`config.mk`:
```
export PLATFORM = sky130hd
export DESIGN_NAME = fft2d_transposer_flat
export DESIGN_NICKNAME = d
export VERILOG_FILES = /design/src/rtl/fft2d_transposer_if.sv /design/src/rtl/fft2d_transposer.sv /design/src/flat_wrapper.sv
export SDC_FILE = /design/constraint.sdc
export NUM_CORES = 1
export LEC_CHECK = 0
export BUFFER_PORTS_ARGS = -buffer_cell sky130_fd_sc_hd__buf_2
export CORE_ASPECT_RATIO = 1.1
export CORE_MARGIN = 3
export CORE_UTILIZATION = 53
export CTS_CLUSTER_DIAMETER = 120
export DETAILED_ROUTE_END_ITERATION = 10
export PLACE_DENSITY = 0.85
export SLEW_MARGIN = 30
export SYNTH_ARGS = -nofsm -noshare
export SYNTH_HDL_FRONTEND = slang
export SYNTH_SLANG_ARGS = --single-unit
```
`constraint.sdc`:
```
create_clock -name extc_base_clock -period 3.99 [get_ports extc_base_clock]
set_input_delay 0.399 -clock extc_base_clock [delete_from_list [all_inputs] [get_ports extc_base_clock]]
set_output_delay 0.399 -clock extc_base_clock [all_outputs]
set_load 0.05 [all_outputs]
```
`src/rtl/fft2d_transposer_if.sv`:
```
// Transpose handshake and single-port matrix RAM bus of the 2D FFT transposer.
// swap_count exists only when TRANSPOSER_SWAP_COUNT_EN is defined.
interface fft2d_transposer_if #(
  parameter int LOG_N      = 5,
  parameter int DATA_WIDTH = 32
);
  logic                  transposer_reset;
  logic                  do_transpose;
  logic                  do_bitreversing;
  logic                  done_transpose;
  logic                  transposer_busy;
  logic [2*LOG_N-1:0]    mem_addr;
  logic                  mem_rd_en;
  logic [DATA_WIDTH-1:0] mem_rd_data;
  logic                  mem_wr_en;
  logic [DATA_WIDTH-1:0] mem_wr_data;
`ifdef TRANSPOSER_SWAP_COUNT_EN
  logic [2*LOG_N-1:0]    swap_count;
`endif

  modport slave (
`ifdef TRANSPOSER_SWAP_COUNT_EN
    output swap_count,
`endif
    input  transposer_reset, do_transpose, do_bitreversing, mem_rd_data,
    output done_transpose, transposer_busy, mem_addr, mem_rd_en, mem_wr_en, mem_wr_data
  );

  modport master (
`ifdef TRANSPOSER_SWAP_COUNT_EN
    input  swap_count,
`endif
    output transposer_reset, do_transpose, do_bitreversing, mem_rd_data,
    input  done_transpose, transposer_busy, mem_addr, mem_rd_en, mem_wr_en, mem_wr_data
  );
endinterface

```
`src/rtl/fft2d_transposer.sv`:
```
// In-place N x N transposer (optional index bit-reversal) over a single-port RAM, read latency 1.
// Optional swap counter output enabled by defining TRANSPOSER_SWAP_COUNT_EN.
module fft2d_transposer #(
  parameter int LOG_N      = 5,
  parameter int DATA_WIDTH = 32
) (
  input  logic              extc_base_clock,
  input  logic              extc_sync_reset,
  fft2d_transposer_if.slave tif
);
  localparam int AW = 2*LOG_N;
  localparam logic [AW-1:0] LAST_IDX = {AW{1'b1}};

  typedef enum logic [2:0] {IDLE, SCAN, RD_A, RD_B, LAT, WR_A, WR_B, DONE} state_t;

  state_t                state_q, state_d;
  logic [AW-1:0]         idx_q, idx_d, addr_q, addr_d, partner;
  logic [LOG_N-1:0]      row, col;
  logic                  mode_q, mode_d;
  logic                  rd_en_q, rd_en_d, wr_en_q, wr_en_d;
  logic                  done_q, done_d, busy_q, busy_d;
  logic [DATA_WIDTH-1:0] wr_data_q, wr_data_d, reg_a_q, reg_a_d;
  logic                  rst_any;
`ifdef TRANSPOSER_SWAP_COUNT_EN
  logic [AW-1:0]         swap_count_q, swap_count_d;
`endif

  function automatic logic [LOG_N-1:0] bit_rev(input logic [LOG_N-1:0] v);
    logic [LOG_N-1:0] r;
    for (int i = 0; i < LOG_N; i++) r[i] = v[LOG_N-1-i];
    return r;
  endfunction

  assign rst_any = extc_sync_reset | tif.transposer_reset;

  // Partner is a pure function of idx and mode, so it stays valid as B for the whole swap.
  always_comb begin
    row     = idx_q[AW-1:LOG_N];
    col     = idx_q[LOG_N-1:0];
    partner = mode_q ? {bit_rev(col), bit_rev(row)} : {col, row};
  end

  always_ff @(posedge extc_base_clock) begin
    if (rst_any) begin
      state_q   <= IDLE;
      idx_q     <= '0;
      mode_q    <= 1'b0;
      addr_q    <= '0;
      rd_en_q   <= 1'b0;
      wr_en_q   <= 1'b0;
      wr_data_q <= '0;
      done_q    <= 1'b0;
      busy_q    <= 1'b0;
    end else begin
      state_q   <= state_d;
      idx_q     <= idx_d;
      mode_q    <= mode_d;
      addr_q    <= addr_d;
      rd_en_q   <= rd_en_d;
      wr_en_q   <= wr_en_d;
      wr_data_q <= wr_data_d;
      done_q    <= done_d;
      busy_q    <= busy_d;
    end
  end

  always_ff @(posedge extc_base_clock) begin
    reg_a_q <= reg_a_d;
  end

  always_comb begin
    state_d = state_q;
    case (state_q)
      IDLE:    if (tif.do_transpose) state_d = SCAN;
      SCAN: begin
        if (partner > idx_q)        state_d = RD_A;
        else if (idx_q == LAST_IDX) state_d = DONE;
      end
      RD_A:    state_d = RD_B;
      RD_B:    state_d = LAT;
      LAT:     state_d = WR_A;
      WR_A:    state_d = WR_B;
      WR_B:    state_d = (idx_q == LAST_IDX) ? DONE : SCAN;
      DONE:    state_d = DONE;
      default: state_d = IDLE;
    endcase
  end

  // Outputs are registered, so they are decoded from the state being entered.
  always_comb begin
    idx_d     = idx_q;
    mode_d    = mode_q;
    addr_d    = addr_q;
    rd_en_d   = 1'b0;
    wr_en_d   = 1'b0;
    wr_data_d = wr_data_q;
    reg_a_d   = reg_a_q;
    done_d    = (state_d == DONE);
    busy_d    = (state_d != IDLE) && (state_d != DONE);
    if (state_q == IDLE && state_d == SCAN) begin
      idx_d  = '0;
      mode_d = tif.do_bitreversing;
    end else if (state_d == SCAN) begin
      idx_d = idx_q + 1'b1;
    end
    if (state_q == RD_B) reg_a_d = tif.mem_rd_data;
    case (state_d)
      RD_A: begin addr_d = idx_q;   rd_en_d = 1'b1; end
      RD_B: begin addr_d = partner; rd_en_d = 1'b1; end
      WR_A: begin addr_d = idx_q;   wr_en_d = 1'b1; wr_data_d = tif.mem_rd_data; end
      WR_B: begin addr_d = partner; wr_en_d = 1'b1; wr_data_d = reg_a_q; end
      default: ;
    endcase
  end

`ifdef TRANSPOSER_SWAP_COUNT_EN
  always_comb begin
    swap_count_d = swap_count_q;
    if (state_q == IDLE && state_d == SCAN) swap_count_d = '0;
    else if (state_q == WR_B)               swap_count_d = swap_count_q + 1'b1;
  end

  always_ff @(posedge extc_base_clock) begin
    if (rst_any) swap_count_q <= '0;
    else         swap_count_q <= swap_count_d;
  end

  assign tif.swap_count = swap_count_q;
`endif

  assign tif.done_transpose  = done_q;
  assign tif.transposer_busy = busy_q;
  assign tif.mem_addr        = addr_q;
  assign tif.mem_rd_en       = rd_en_q;
  assign tif.mem_wr_en       = wr_en_q;
  assign tif.mem_wr_data     = wr_data_q;
endmodule

```
`src/flat_wrapper.sv`:
```
// flat-port wrapper written by rule: the top's interface ports become plain ports
module fft2d_transposer_flat 
#(
  parameter int LOG_N      = 5,
  parameter int DATA_WIDTH = 32
)
  (extc_base_clock, extc_sync_reset, tif_transposer_reset, tif_do_transpose, tif_do_bitreversing, tif_mem_rd_data, tif_done_transpose, tif_transposer_busy, tif_mem_addr, tif_mem_rd_en, tif_mem_wr_en, tif_mem_wr_data);
  fft2d_transposer_if #(.LOG_N(LOG_N), .DATA_WIDTH(DATA_WIDTH)) tif_i ();
  input  logic extc_base_clock;
  input  logic extc_sync_reset;
  input wire logic [$bits(tif_i.transposer_reset)-1:0] tif_transposer_reset;
  input wire logic [$bits(tif_i.do_transpose)-1:0] tif_do_transpose;
  input wire logic [$bits(tif_i.do_bitreversing)-1:0] tif_do_bitreversing;
  input wire logic [$bits(tif_i.mem_rd_data)-1:0] tif_mem_rd_data;
  output wire logic [$bits(tif_i.done_transpose)-1:0] tif_done_transpose;
  output wire logic [$bits(tif_i.transposer_busy)-1:0] tif_transposer_busy;
  output wire logic [$bits(tif_i.mem_addr)-1:0] tif_mem_addr;
  output wire logic [$bits(tif_i.mem_rd_en)-1:0] tif_mem_rd_en;
  output wire logic [$bits(tif_i.mem_wr_en)-1:0] tif_mem_wr_en;
  output wire logic [$bits(tif_i.mem_wr_data)-1:0] tif_mem_wr_data;
  assign tif_i.transposer_reset = tif_transposer_reset;
  assign tif_i.do_transpose = tif_do_transpose;
  assign tif_i.do_bitreversing = tif_do_bitreversing;
  assign tif_i.mem_rd_data = tif_mem_rd_data;
  assign tif_done_transpose = tif_i.done_transpose;
  assign tif_transposer_busy = tif_i.transposer_busy;
  assign tif_mem_addr = tif_i.mem_addr;
  assign tif_mem_rd_en = tif_i.mem_rd_en;
  assign tif_mem_wr_en = tif_i.mem_wr_en;
  assign tif_mem_wr_data = tif_i.mem_wr_data;
  fft2d_transposer #(.LOG_N(LOG_N), .DATA_WIDTH(DATA_WIDTH)) u_core (.extc_base_clock(extc_base_clock), .extc_sync_reset(extc_sync_reset), .tif(tif_i));
endmodule
```
; ---- Word-level counts from Yosys, hierarchy flattened
; Index checks and enable logic that the tools add are counted.
; W data, S select, Z words.
[op_classes]
n_reduce_logical = 11
eq_ne = 15
add_sub_neg = 1
bitwise_logic = 1
mux = 10
magnitude_cmp = 1
[ops]
columns = operator, n
row1 = $pmux W32 S2, 1
row2 = $pmux W3 S8, 1
row3 = $eq A3 B3 Y1 const B, 7
row4 = $pmux W10 S2, 1
row5 = $eq A3 B2 Y1 const B, 4
row6 = $mux W3, 4
row7 = $add A10 B1 Y10 const B, 1
row8 = $eq A10 B10 Y1 const B, 1
row9 = $gt A10 B10 Y1, 1
row10 = $mux W10, 1
row11 = $reduce_or A2 Y1, 5
row12 = $eq A3 B1 Y1 const B, 2
row13 = $reduce_bool A2 Y1, 2
row14 = $logic_not A3 Y1, 1
row15 = $ne A3 B3 Y1 const B, 1
row16 = $reduce_bool A3 Y1, 1
row17 = $logic_and A1 B1 Y1, 2
row18 = $mux W1, 2
row19 = $or A1 B1 Y1, 1
[word_totals]
in_bits = 37
elab_cells = 49
output_inout_bits = 46
ff_bits = 92

; ---- Logic depth before layout (Yosys ltp)
; Gate-level depths: netlist of the first run.
[logic_depth]
depth_word = 7
ltp_mapped = 11

; ---- Worst setup path before layout of the first run
; No wires, ideal clock.
[synth_timing]
path_type = register to register
from = register u_core.mode_q
to = register u_core.addr_q[1], in the netlist u_core.tif.mem_addr[1]
stages_incl_launch_ff = 11
setup_time_ns = 0.135
n_path_buf = 2
synth_period_minus_slack_ns = 2.786
arrival_ns = 2.651
setup_slack_ns = 1.204
cell_sequence = dfxtp_1 -> clkbuf_1 -> o21ai_0 -> ha_1 -> nand2_1 -> o211ai_1 -> nand2_1 -> or4b_2 -> clkbuf_1 -> nand4_1 -> o31ai_1
[synth_between]
elab_chain_len = 7
[synth_rtl]
columns = element, line_no
row1 = start: declaration, fft2d_transposer.sv:19  ; logic mode_q, mode_d;
row2 = start signal: assignment, fft2d_transposer.sv:57  ; mode_q <= mode_d;
row3 = $mux W10 *, fft2d_transposer.sv:40  ; partner = mode_q ? {bit_rev(col), bit_rev(row)} : {col, row};
row4 = $gt A10 B10 Y1, fft2d_transposer.sv:76  ; if (partner > idx_q) state_d = RD_A;
row5 = $mux W3, fft2d_transposer.sv:76
row6 = $pmux W3 S8, fft2d_transposer.sv:73  ; case (state_q)
row7 = $eq A3 B2 Y1 or $eq A3 B3 Y1 (tied branches), fft2d_transposer.sv:107  ; case (state_d)
row8 = $reduce_or A2 Y1 (no line), --
row9 = $pmux W10 S2 or $reduce_bool A2 Y1 (tied branches), --
row10 = end signal: assignment, fft2d_transposer.sv:58  ; addr_q <= addr_d;
row11 = end: declaration, fft2d_transposer.sv:17  ; logic [AW-1:0] idx_q, idx_d, addr_q, addr_d, partner;
; Mark *: on every way between the ends. The rest lies on a longest branch, timed or not.
; A chain may end at the register's enable or synchronous reset.

; ---- Worst setup path after layout of the first run
[layout_timing]
from = register u_core.mode_q
to = register u_core.idx_q[3]
[layout_between]
elab_chain_len = 7
[layout_rtl]
columns = element, line_no
row1 = $mux W10 *, fft2d_transposer.sv:40
row2 = $gt A10 B10 Y1 *, fft2d_transposer.sv:76
row3 = $mux W3 *, fft2d_transposer.sv:76
row4 = $pmux W3 S8 *, fft2d_transposer.sv:73
row5 = $eq A3 B1 Y1 *, "fft2d_transposer.sv:100, fft2d_transposer.sv:103"
row6 = $logic_and A1 B1 Y1, fft2d_transposer.sv:100  ; if (state_q == IDLE && state_d == SCAN) begin
row7 = $reduce_or A2 Y1 (no line), --
row8 = end signal: assignment, fft2d_transposer.sv:56  ; idx_q <= idx_d;
row9 = end: declaration, fft2d_transposer.sv:17
; Marks and branches as above.

==> results by group, run 1 <==
Run status
  – Outcome: complete, no violations

Global routing
  – First-pass GRT wire length: 15400 um
  – Initial antenna violation count: 0
  – Largest net degree at the start of global routing: 51
  – Gr usage total: 22.1%
  – Grt total ovfl: 0
  – Number of global-route vias before repair: 3239

Floorplan
  – CORE AREA: 7210 um2
  – Top Ports: 83
  – Die X: 89.4 um
  – Initial core utilization: 56.3%
  – # rows: 32
  – Die area: 8740 um2
  – Die height: 97.8 um

Routing
  – Overall routed net length: 9050 um
  – Final antenna-violating net count: 0
  – Per-cell routed wire length: 16.3 um
  – Initial DRT Pass Iterations: 4
  – Routed vias: 3217
  – DRC viols: 0
  – Vias per cell: 5.81
  – Starting DRT DRC Count: 211

STA
  – Period utilisation layout: 75.5%
  – Unrepaired setup endpoints after global routing: false
  – Count of final setup violators: 0
  – Fmax: 332 MHz
  – Final setup TNS: 0 ns
  – Final hold vios: 0
  – Slew Viols, Final: 0
  – Post-route minimum period: 3.01 ns
  – Slew @ Worst Pin: 0.916 ns
  – Slew margin rel.: 39.0%
  – Layout Skew: 0.0104 ns

Clock network
  – CTS Buffer Depth: 2
  – Post-CTS Hold Fix Bufs: 0
  – CTS tree: built
  – CTS root buf: clkbuf_8
  – Post_cts resized: 0
  – CTS sink count: 92
  – CTS Buf Count: 9
  – Clk slew on worst S/H paths: 0.10 ns
  – Skew-Pair Late Insertion Delay: 0.36 ns
  – H-tree levels: 3
  – Postcts setup bufs: 0

Power and ir drop
  – Comb power frac: 6.4%
  – Clock network fraction of total power: 37.9%
  – Leakage power figure: 0.00176 uW
  – Int Pwr: 1320 uW
  – Pwr/cell area: 371 nW/um2
  – NetSw: 433 uW
  – Net Sw Frac: 24.6%
  – Sequential power share: 55.7%
  – VDD IR max: 0.306 mV

Worst setup path
  – RR Endpoint: u_core.idx_q[3]
  – Critical Path End: u_core.idx_q[3]
  – Req. time, crit path: 4.27 ns
  – Crit path kind: register to register
  – Crit. Startpoint: u_core.mode_q
  – Reg2Reg Setup Slack: 0.98 ns
  – CP max FO: 15
  – CP endpoint kind: register
  – Worst setup SP type: register
  – RR Startpoint: u_core.mode_q
  – Worst EP arrival: 3.29 ns
  – R2R depth: 8

Finish
  – Nets: 512
  – Antenna Cells: 0
  – Most common cell after layout, fill and taps aside: buf_2
  – Fraction of layout cells with a size suffix above 1: 24.7%
  – Fin area: 4730 um2
  – Commonest cells after routing, fill and taps aside: buf_2, dfxtp_1, nor2_1
  – Area Overhead vs Synth: 16.6%

Placement
  – Placer Congestion: 0.884
  – Port Buf Inserts: 82
  – Post-DP Area: 4520 um2
  – Detailed Place HPWL: 6450 um

Synthesis
  – Mapped Cells: 393
  – Syn Nets: 441
  – Async S/R FF share, synth: 0%
  – Seq cells post-synth: 92
  – Synthesized cell area: 4060 um2
  – Syn_area_per_cell: 10.3 um2
  – Cell variety after synth: 44
  – Post-synth EDFFs: 32
  – Post-synth top flop: dfxtp_1
  – Yosys warns: 0
  – Sequential share of the synthesized area: 53.3%

Hold path
  – HP Class: input pin to register

Job
  – Maxcap violations: 0
-- cell type report --
type / instances / area, um2
Fill cell: 572 / 2480
Timing Repair Buffer: 86 / 440
Tap cell: 85 / 106
Multi-Input combinational cell: 261 / 1750
Sequential cell: 92 / 2160
Inverter: 14 / 52.6
Clock buffer: 9 / 124
Clock inverter: 7 / 90.1
-- cells by family after synthesis --
logic type               synth area share, %
AND/OR/NAND/NOR                         13.0
AO/OA/AOI/OAI                           16.8
flip-flops                              53.3
buffers and inverters                   3.73
multiplexers                            8.91
adder cells (fa/ha/maj)                 3.39
XOR/XNOR                               0.864
-- how the worst min path moves through the flow --
stage                           start                      to  slack (ns)  cells past startpoint
6_report          tif_mem_rd_data[11]      u_core.reg_a_q[11]        0.22                      1
5_1_grt           tif_mem_rd_data[17]      u_core.reg_a_q[17]        0.20                      1
4_1_cts           tif_mem_rd_data[13]      u_core.reg_a_q[13]        0.20                      1
3_5_place_dp   u_core.tif.mem_addr[0]  u_core.tif.mem_addr[0]        0.46                      2
3_3_place_gp   u_core.tif.mem_addr[4]  u_core.tif.mem_addr[4]        0.46                      2
2_1_floorplan         u_core.idx_q[4]         u_core.idx_q[4]        0.48                      2
-- critical path: stages, from the launching register on --
cell and delay, ns:
dfxtp_1 0.59, mux2_2 0.40, ha_1 0.29, nand4_1 0.11
or3_4 0.36, a2111oi_4 0.48, nor3_2 0.16, or3_1 0.38
a21oi_1 0.16
-- layer usage --
layer | global-route usage [%] | up-vias | part of all wire [%]
li1 | - | 1600 | -
met1 | 27.2 | 1511 | 41
met2 | 36.4 | 87 | 52
met3 | 6.33 | 19 | 5.6
met4 | 8.13 | 0 | 2.1
met5 | 0 | - | 0
-- registers in the layout (all words and copies together) (netlist names) --
name                        count
u_core.tif.mem_wr_data         32
u_core.tif.mem_wr_en            1
u_core.tif.transposer_busy      1
u_core.tif.mem_rd_en            1
u_core.idx_q                   10
u_core.mode_q                   1
u_core.reg_a_q                 32
u_core.tif.mem_addr            10
u_core.tif.done_transpose       1
u_core.state_q                  3
-- through the flow --
stage	cells	power (uW)	worst slack (ns)	hold slack, ns	util [%]
2_1_floorplan	393	1070	1.20	0.481	-
3_3_place_gp	538	1110	1.12	0.456	62.7
4_1_cts	554	1770	1.01	0.202	65.6
6_report	554	1760	0.978	0.221	65.6
3_5_place_dp	538	1110	1.06	0.461	62.7
5_1_grt	554	1820	0.693	0.203	65.6
-- synth_stat cells, drive strengths merged (11+ instances only) --
cell type / count / share of area (%)
dfxtp: 60 / 30
nor2: 57 / 5.3
a211oi: 35 / 6.5
mux2i: 35 / 8.6
edfxtp: 32 / 24
a21oi: 22 / 2.7
clkbuf: 19 / 1.8
nand2: 15 / 1.4
o21ai: 15 / 1.9
inv: 13 / 1.2
nand4: 12 / 2.0
o31ai: 12 / 2.2
ha: 11 / 3.4
-- power groups by stage --
stage | clock, uW | sequential, uW | combinational (uW)
final | 665 | 979 | 113
after global routing | 717 | 980 | 125
after CTS | 679 | 979 | 113
after detailed placement | 0 | 1000 | 112
after global placement | 0 | 1000 | 109
after floorplan | 0 | 1000 | 74.8
(Power assumes the default switching activity.)
==> inputs of run 2 (changes only) <==
==> constraint.sdc (replaced) <==
create_clock -name extc_base_clock -period 2.8 [get_ports extc_base_clock]
set_input_delay 0.28 -clock extc_base_clock [delete_from_list [all_inputs] [get_ports extc_base_clock]]
set_output_delay 0.28 -clock extc_base_clock [all_outputs]
set_load 0.05 [all_outputs]
==> run 2 against run 1 <==
Effect of this change:
- combinational power up 54%
- die area unchanged
- first-iteration DRC count down 21%
- clock skew up 0.0035 ns
- cell area up 2.8%
- total power up 37%
- final cell count up 3.2%
- hold slack worse by 0.12 ns
- critical path depth unchanged
- maximum frequency up 9.9%
- sequential share of layout area down 1.1 points
- critical endpoint is now u_core.idx_q[4]
==> results by group, run 2 (synthesis gave the netlist of run 1 again) <==
Worst setup path
  – Req. time, crit path: 3.08 ns
  – Crit path kind: register to register
  – CP max FO: 11
  – Worst EP arrival: 3.02 ns
  – Reg2Reg Setup Slack: 0.06 ns
  – Worst setup SP type: register
  – CP endpoint kind: register

Clock network
  – Skew-Pair Late Insertion Delay: 0.36 ns
  – CTS root buf: clkbuf_8
  – CTS Buf Count: 9
  – CTS tree: built
  – Clk slew on worst S/H paths: 0.10 ns
  – Post-CTS Hold Fix Bufs: 0
  – H-tree levels: 3
  – CTS Buffer Depth: 2
  – CTS sink count: 92

STA
  – Period utilisation layout: 97.9%
  – Count of final setup violators: 0
  – Slew @ Worst Pin: 0.939 ns
  – Slew Viols, Final: 0
  – Slew margin rel.: 37.4%
  – Fmax: 365 MHz
  – Hold Slack: 0.0992 ns
  – Post-route worst setup slack: 0.0598 ns
  – Layout Skew: 0.0139 ns
  – Final hold vios: 0
  – Post-route minimum period: 2.74 ns

Finish
  – Fin area: 4860 um2
  – Commonest cells after routing, fill and taps aside: buf_2, nor2_1, dfxtp_1
  – Area Overhead vs Synth: 19.9%
  – Fraction of layout cells with a size suffix above 1: 28.7%
  – Most common cell after layout, fill and taps aside: buf_2
  – Nets: 530
  – Antenna Cells: 0

Power and ir drop
  – VDD IR max: 0.468 mV
  – Net Sw Frac: 25.2%
  – Pwr/cell area: 496 nW/um2
  – Leakage power figure: 0.00184 uW
  – Int Pwr: 1800 uW
  – NetSw: 608 uW
  – Sequential power share: 58.0%
  – Comb power frac: 7.2%
  – Clock network fraction of total power: 34.8%

Global routing
  – Largest net degree at the start of global routing: 59
  – Initial antenna violation count: 0
  – Gr usage total: 20.9%
  – First-pass GRT wire length: 14600 um
  – Grt total ovfl: 0
  – Number of global-route vias before repair: 3237

Placement
  – Setup Slack @ Placement: -0.121 ns
  – Placer Congestion: 0.943
  – Post-DP Area: 4640 um2
  – Port Buf Inserts: 82
  – Detailed Place HPWL: 6420 um

Routing
  – Final antenna-violating net count: 0
  – Vias per cell: 5.72
  – Per-cell routed wire length: 15.7 um
  – Routed vias: 3272
  – Overall routed net length: 8990 um
  – DRC viols: 0
  – Initial DRT Pass Iterations: 5
  – Starting DRT DRC Count: 166

Hold path
  – HP Class: input pin to register

Floorplan
  – Die area: 8740 um2
  – Initial core utilization: 56.3%
  – Die height: 97.8 um
  – # rows: 32
  – Top Ports: 83
  – Die X: 89.4 um
  – CORE AREA: 7210 um2

Job
  – Maxcap violations: 0

Run status
  – Outcome: complete, no violations
## run 2: cell count changes in the layout (fill, tap and decap cells not counted), moves of 3 or more
| cell | before | now |
|---|---|---|
| buf_4 | 4 | 22 |
| o21ai_0 | 15 | 8 |
| o21ai_1 | 0 | 7 |
| dfxtp_1 | 59 | 55 |
| dfxtp_2 | 1 | 4 |
## run 2: power by group through the flow
stage	Clock, uW	Sequential [uW]	Combinational, uW
2_1_floorplan	0	1420	107
3_3_place_gp	0	1430	164
3_5_place_dp	0	1430	169
4_1_cts	863	1400	170
5_1_grt	911	1400	190
6_report	840	1400	174
## run 2: stage by stage
step | total power, uW | instances | TNS, ns | utilization (%)
floorplan | 1530 | 393 | 0 | -
global placement | 1590 | 555 | -0.0187 | 64.4
detailed placement | 1600 | 555 | -0.649 | 64.4
CTS | 2430 | 571 | 0 | 67.0
global route | 2500 | 572 | -0.00562 | 67.5
finish | 2410 | 572 | 0 | 67.5
## run 2: final cells by class
cell class / count / area (um2)
Fill cell: 579 / 2340
Sequential cell: 92 / 2170
Multi-Input combinational cell: 261 / 1780
Timing Repair Buffer: 104 / 576
Clock buffer: 10 / 128
Tap cell: 85 / 106
Clock inverter: 6 / 55.1
Inverter: 14 / 52.6
## run 2: final timing paths
check / start / end / cells past startpoint
worst max-delay path: u_core.mode_q / u_core.idx_q[4] / 8
worst min-delay path: tif_mem_rd_data[29] / u_core.reg_a_q[29] / 1
worst max register to register: u_core.mode_q / u_core.idx_q[4] / 8
worst min register to register: u_core.tif.mem_addr[5] / u_core.tif.mem_addr[5] / 2
## run 2: timing repair
action | CTS | global route
endpoints found under the setup margin | 17 | 20
resized for setup | 2 | 14
pin swaps | 0 | 4
buffers inserted | 0 | 1
gates cloned | 0 | 0
## run 2: worst max-delay path, stage by stage, from the launching register on
cell       delay, ns
dfxtp_4         0.41
mux2_2          0.35
ha_1            0.29
nand4_1         0.12
or3_4           0.37
a2111oi_4       0.44
nor3_2          0.14
or3_1           0.39
a21oi_2         0.15
## run 2: metal layers
metal  share of wire, %  routed length (um)  vias up  track usage (%)
met4                2.3                 210        0             7.67
met1                 40                3640     1529             24.6
met5                  0                   0        -                0
li1                   -                   -     1639                -
met2                 50                4540       89             35.1
met3                6.7                 602       15             6.92
